==> config.mk <==
export PLATFORM = sky130hd
export DESIGN_NAME = led_fade_driver
export DESIGN_NICKNAME = d
export VERILOG_FILES = /design/src/rtl/led_fade_driver.sv
export SDC_FILE = /design/constraint.sdc
export NUM_CORES = 1
export LEC_CHECK = 0
export ABC_AREA = 1
export CAP_MARGIN = 0
export CELL_PAD_IN_SITES_DETAIL_PLACEMENT = 0
export CELL_PAD_IN_SITES_GLOBAL_PLACEMENT = 1
export CORE_MARGIN = 2
export CORE_UTILIZATION = 47
export DETAILED_ROUTE_END_ITERATION = 12
export PLACE_DENSITY = 0.87
export RECOVER_POWER = 25
export SLEW_MARGIN = 20
export SYNTH_ARGS = -nofsm -noshare
export SYNTH_HDL_FRONTEND = slang
export SYNTH_SLANG_ARGS = --single-unit
==> constraint.sdc <==
create_clock -name clk -period 4.63 [get_ports clk]
set_clock_uncertainty 0.1 [all_clocks]
set_input_delay 0.926 -clock clk [delete_from_list [all_inputs] [get_ports clk]]
set_output_delay 0.926 -clock clk [all_outputs]
set_load 0.1 [all_outputs]
==> src/rtl/led_fade_driver.sv <==
// LED fade driver: turns the blinker's on/off level into linear PWM brightness ramps.
// Optional LED_FADE_GAMMA_EN adds a registered square-law brightness map ahead of the PWM compare.
module led_fade_driver #(
  parameter int unsigned PWM_BITS         = 8,
  parameter int unsigned MAX_LEVEL        = 255,
  parameter int unsigned RAMP_STEP_CYCLES = 4096
) (
  input  logic                clk,
  input  logic                rst,
  input  logic                led_in,
  output logic                pwm_out,
  output logic [PWM_BITS-1:0] level,
  output logic                busy
);

  localparam int unsigned PreW = (RAMP_STEP_CYCLES > 1) ? $clog2(RAMP_STEP_CYCLES) : 1;
  localparam logic [PreW-1:0]     PreLast  = PreW'(RAMP_STEP_CYCLES - 1);
  localparam logic [PWM_BITS-1:0] LevelMax = PWM_BITS'(MAX_LEVEL);
  // PWM period is 2^PWM_BITS-1 so that the top level drives a constant 1.
  localparam logic [PWM_BITS-1:0] CntLast  = ~PWM_BITS'(1);

  typedef enum logic [1:0] {StIdleOff, StRampUp, StIdleOn, StRampDown} state_e;

  state_e              state_q, state_d;
  logic                s1_q, led_s_q;
  logic [PreW-1:0]     pre_q, pre_d;
  logic [PWM_BITS-1:0] level_q, level_d;
  logic [PWM_BITS-1:0] cnt_q;
  logic [PWM_BITS-1:0] duty;
  logic                pwm_q;
  logic                step;

  assign step = (pre_q == PreLast);

  always_ff @(posedge clk) begin
    if (rst) begin
      s1_q    <= 1'b0;
      led_s_q <= 1'b0;
      state_q <= StIdleOff;
      pre_q   <= '0;
      level_q <= '0;
    end else begin
      s1_q    <= led_in;
      led_s_q <= s1_q;
      state_q <= state_d;
      pre_q   <= pre_d;
      level_q <= level_d;
    end
  end

  always_comb begin
    state_d = state_q;
    pre_d   = pre_q;
    level_d = level_q;
    unique case (state_q)
      StIdleOff: begin
        if (led_s_q) begin
          state_d = StRampUp;
          pre_d   = '0;
        end
      end
      StRampUp: begin
        if (!led_s_q) begin
          state_d = StRampDown;
          pre_d   = '0;
        end else if (step) begin
          pre_d   = '0;
          level_d = level_q + 1'b1;
          if (level_d == LevelMax) state_d = StIdleOn;
        end else begin
          pre_d = pre_q + 1'b1;
        end
      end
      StIdleOn: begin
        if (!led_s_q) begin
          state_d = StRampDown;
          pre_d   = '0;
        end
      end
      StRampDown: begin
        if (level_q == '0) begin
          state_d = StIdleOff;
        end else if (led_s_q) begin
          state_d = StRampUp;
          pre_d   = '0;
        end else if (step) begin
          pre_d   = '0;
          level_d = level_q - 1'b1;
          if (level_d == '0) state_d = StIdleOff;
        end else begin
          pre_d = pre_q + 1'b1;
        end
      end
      default: state_d = StIdleOff;
    endcase
  end

`ifdef LED_FADE_GAMMA_EN
  logic [2*PWM_BITS-1:0] sq;
  logic [PWM_BITS-1:0]   duty_q;

  // level*(level+1) >> PWM_BITS maps 0 -> 0 and full scale -> full scale exactly.
  assign sq = {{PWM_BITS{1'b0}}, level_q} * ({{PWM_BITS{1'b0}}, level_q} + 1'b1);

  always_ff @(posedge clk) begin
    if (rst) duty_q <= '0;
    else     duty_q <= PWM_BITS'(sq >> PWM_BITS);
  end

  assign duty = duty_q;
`else
  assign duty = level_q;
`endif

  // The PWM counter free-runs across state changes so ramps never restart the period.
  always_ff @(posedge clk) begin
    if (rst) begin
      cnt_q <= '0;
      pwm_q <= 1'b0;
    end else begin
      cnt_q <= (cnt_q == CntLast) ? '0 : cnt_q + 1'b1;
      pwm_q <= (duty > cnt_q);
    end
  end

  assign pwm_out = pwm_q;
  assign level   = level_q;
  assign busy    = (state_q == StRampUp) || (state_q == StRampDown);

endmodule

Word level (Yosys, flattened, before mapping)
Cells that the tools add are included.
W data, S select, Z words.
{"block": "totals", "out_inout_bits": 10, "ff_bits": 33}
{"block": "op_classes", "addsub": 4, "reduce_logical": 9, "mux": 23, "order_cmp": 1, "n_eq_ne": 17}
{"op": "$mux W12", "n": 6}
{"op": "$pmux W12 S4", "n": 1}
{"op": "$mux W8", "n": 5}
{"op": "$mux W2", "n": 9}
{"op": "$add A8 B1 Y8 const B", "n": 2}
{"op": "$eq A8 B8 Y1 const B", "n": 2}
{"op": "$logic_not A8 Y1", "n": 2}
{"op": "$pmux W8 S2", "n": 1}
{"op": "$ne A2 B2 Y1 const B", "n": 7}
{"op": "$add A12 B1 Y12 const B", "n": 1}
{"op": "$eq A12 B12 Y1 const B", "n": 1}
{"op": "$reduce_and A6 Y1", "n": 2}
{"op": "$gt A8 B8 Y1", "n": 1}
{"op": "$ne A4 B4 Y1 const B", "n": 2}
{"op": "$pmux W2 S4", "n": 1}
{"op": "$sub A8 B1 Y8 const B", "n": 1}
{"op": "$ne A3 B3 Y1 const B", "n": 2}
{"op": "$eq A2 B2 Y1 const B", "n": 2}
{"op": "$reduce_and A3 Y1", "n": 1}
{"op": "$eq A2 B1 Y1 const B", "n": 1}
{"op": "$logic_not A2 Y1", "n": 1}
{"op": "$reduce_bool A2 Y1", "n": 1}
{"op": "$reduce_or A2 Y1", "n": 1}
{"op": "$logic_or A1 B1 Y1", "n": 1}

Logic depth before layout (Yosys ltp)
{"block": "logic_depth", "word_depth": 7, "ltp_mapped": 13}

Worst setup path after synthesis
OpenSTA, ideal clock, no wires.
{"block": "synth_path", "path_kind": "reg-to-reg", "startpoint": "register level_q[0], in the netlist level[0]", "endpoint": "register state_q[0]", "required_ns": 4.415, "t_arrival_ns": 2.379, "slack_ns": 2.036, "path_buffers": 0, "setup_ns": 0.115, "stages_incl_launch_ff": 13, "path_cell_list": "dfxtp_1 inv_1 ha_1 xnor2_1 nand2_1 nor2_1 nand2_1 nor2_1 nand2_1 nand2_1 nand3_1 nand2_1 nor2_1"}
{"block": "synth_via", "elab_chain_cells": 4, "elab_cells_between_ends": 11}
{"element": "from (decl)", "line": "27", "source": "logic [PWM_BITS-1:0] level_q, level_d;"}
{"element": "from (signal assigned)", "line": "47", "source": "level_q <= level_d;"}
{"element": "$add A8 B1 Y8 / $sub A8 B1 Y8 (equally long branches)", "line": "68, 88"}
{"element": "$eq A8 B8 Y1 / $logic_not A8 Y1 (equally long branches)", "line": "69, 89"}
{"element": "$ne A3 B3 Y1 (no line) / $ne A4 B4 Y1 (equally long branches)"}
{"element": "$reduce_and A6 Y1 (no line)"}
{"element": "to (signal assigned)", "line": "39", "source": "state_q <= StIdleOff;"}
{"element": "to (signal assigned)", "line": "45", "source": "state_q <= state_d;"}
{"element": "to (decl)", "line": "24", "source": "state_e state_q, state_d;"}
Several ways; a longest one is shown, not always the timed one.
A chain may end at the register's enable or synchronous reset.

Final worst setup path
{"block": "layout_path", "startpoint": "register state_q[0]", "endpoint": "output port busy"}
{"block": "layout_via", "elab_chain_cells": 2, "elab_cells_between_ends": 3}
{"element": "$eq A2 B1 Y1 / $eq A2 B2 Y1 (equally long branches)", "line": "128", "source": "assign busy = (state_q == StRampUp) || (state_q == StRampDown);"}
{"element": "$logic_or A1 B1 Y1 (*)", "line": "128"}
{"element": "to (decl)", "line": "13", "source": "output logic busy"}
Every way passes the cells marked *; elsewhere a longest branch is shown, timed or not.

==> reports/results.txt <==
Status: completed
Max transition margin: 0.3511
Register bit count reported by yosys: 33
Layout area overhead: 11.11%
WP data arrival: 2.42 ns
Max Cap Viol: 0
DRT iter0 DRCs: 72
Total number of H-tree levels: 2
# hold bufs at CTS: 0
Cell count after synthesis: 336
Clk root buf: clkbuf_8
# DRC: 0
Post-CTS setup buffers: 0
FF/Latch Area: 660.6 um^2
Resize count post-CTS: 0
Port Buffers: 12
Avg Cell Area, Syn: 6.874 um^2
Total number of vias: 2,072
Net Switching: 0.0002905 W
Pleak: 1.103 nW
Final hold vios: 0
Final WL: 4.828 mm
Global-route wire length before repair: 8.259 mm
FILL cells: 487
Seq/Total Area, Yosys: 0.2860
Post-synth top area cell: dfxtp_1
Crit path max fanout: 10
Synth area leaders: dfxtp_1 (29%), nand2_1 (12%), ha_1 (11%), inv_1 (7.3%), nor2_1 (6.7%)
Routed len/inst: 11.55 um
GP Congestion: 0.8442
Final setup fails: 0
Max Slew Vio Count: 0
RSZ-0062 raised after global routing: false
Peak VDD IR: 0.0002021 V
Reg clk slew, reported paths: 0.07 ns
CTS buffer count: 5
Netlist cell types: 39
Synthesis Warnings: 0
Post-DP HPWL: 3.841 mm
NumNets Final: 374
CP Data Required Time: 3.60 ns
GRT Util Overall: 0.1907
Num rows: 25
Fmax: 0.2901 GHz
Std-Cell Core Area: 0.004723 mm^2
CP Capture Type: primary output
Initial antenna violation count: 0
Synthesized netlist net count: 360
Antenna-violating nets left: 0
Setup tns final: 0 ns
Period utilization: 0.7445
Sink Count: 33
Clock Latency Late Sink: 0.28 ns
Clock Power Share: 0.329
Vias per cell: 4.957
Clk buf depth: 2
Io pins: 13
Tightest Pin Transition: 0.9703 ns
Power, Total: 0.0008420 W
Multi-input logic area: 0.001400 mm^2
CTS tree: done
N_diodes: 0
TritonRoute pass-1 iters: 4
Comb pwr share: 0.291
Initial Util: 0.4890
Top cell type's share of synthesized area: 0.2860
Post-route minimum period: 3.447 ns
Pin count of the biggest net entering global routing: 14
Share of cells above drive strength 1: 0.07977
Critical path class: flop to primary output
Seq pwr share: 0.380
Die Y: 74.10 um
Net Sw Frac: 0.3451
PwrDens: 328.1 mW/mm^2
Hold Crit Class: flop to flop
Die X: 74.10 um
Vias in the first global route: 1,822
Crit start category: flop
Cell area after synthesis: 0.002310 mm^2
Die ar.: 0.005491 mm^2
Overflow after GRT: 0
Internal power: 0.0005514 W
## flip-flops by register name (all words and copies together) (netlist names)
register,flops
led_s_q,1
pwm_out,1
s1_q,1
level,8
state_q,2
pre_q,12
cnt_q,8
## logic make-up after synthesis
group | after synthesis | share of synthesized area
XOR/XNOR | 5 | 0.01896
adder cells (fa/ha/maj) | 21 | 0.1138
buffers and inverters | 54 | 0.1024
AO/OA/AOI/OAI | 46 | 0.1148
AND/OR/NAND/NOR | 177 | 0.3640
flip-flops | 33 | 0.2860
## stage by stage
step / hold WS (ns) / instances / area [um^2] / worst slack, ns / util
finish: 0.3024 / 418 / 2566 / 1.183 / 0.5433
global route: 0.3351 / 418 / 2566 / 1.053 / 0.5433
CTS: 0.3084 / 418 / 2579 / 1.188 / 0.5460
detailed placement: 0.2984 / 410 / 2462 / 1.496 / 0.5213
global placement: 0.3025 / 410 / 2462 / 1.546 / 0.5213
floorplan: 0.2883 / 336 / 2310 / 2.036 / -
## final timing paths
kind / start / endpoint / cells after the start / slack (ns)
worst max-delay path: state_q[0] / busy / 4 / 1.18
worst min-delay path: s1_q / led_s_q / 2 / 0.30
worst max register to register: state_q[0] / pre_q[9] / 7 / 2.38
worst min register to register: s1_q / led_s_q / 2 / 0.30
## critical path, stage by stage (launching register included)
cell and delay (ns):
dfxtp_1 0.38, ha_1 0.41, nor2_1 0.09, inv_1 0.12, clkdlybuf4s50_1 1.14
## power groups by stage
stage	Sequential, W	Clock, W	Combinational (W)
floorplan	0.000329	0	0.000213
global placement	0.000326	0	0.000257
detailed placement	0.000327	0	0.000254
CTS	0.000320	0.000284	0.000254
global route	0.000324	0.000296	0.000277
finish	0.000320	0.000277	0.000245
## Yosys cell counts
cell	instances
a21oi_1	20
a21oi_2	1
a31oi_1	1
buf_4	2
buf_6	2
clkbuf_8	1
clkinv_1	1
clkinv_2	1
dfxtp_1	33
ha_1	21
inv_1	45
inv_2	2
nand2_1	76
nand2_2	4
nand2_4	2
nand3_1	25
nand3_2	1
nand3b_2	1
nand4_1	4
nor2_1	41
nor2_2	4
nor2_4	1
nor2_8	1
nor3_1	7
nor3_2	2
nor3b_1	2
nor3b_2	3
nor4_1	1
o211ai_1	3
o21ai_0	14
o21ai_1	1
o21bai_1	2
o22ai_1	2
o41ai_1	1
o41ai_2	1
or2_1	1
or2_2	1
xnor2_1	2
xor2_1	3
## layout by cell type, fill, tap and decap left out, types with 6 or more instances in the layout
master,netlist,layout
dfxtp_1,33,33
nand2_1,76,77
clkbuf_8,1,6
clkdlybuf4s50_1,0,11
nor3_1,7,7
o21ai_0,14,14
inv_1,45,47
ha_1,21,21
nand3_1,25,26
nor2_1,41,41
a21oi_1,20,20
## metal layers
| layer | vias up | global-route usage | wire (um) |
|---|---|---|---|
| met5 | - | 0 | 0 |
| met4 | 0 | 0.02424 | 31 |
| met1 | 932 | 0.2595 | 2426 |
| met3 | 6 | 0.03252 | 124 |
| li1 | 1110 | - | - |
| met2 | 24 | 0.3264 | 2245 |
## final cells by class
class                           instances  area share
Sequential cell                        33      0.2574
Clock inverter                          1     0.01170
Tap cell                               67     0.03267
Multi-Input combinational cell        249      0.5456
Timing Repair Buffer                   12     0.04681
Clock buffer                            7     0.03364
Inverter                               49     0.07216
No activity file was read; power rests on OpenSTA's default activity.
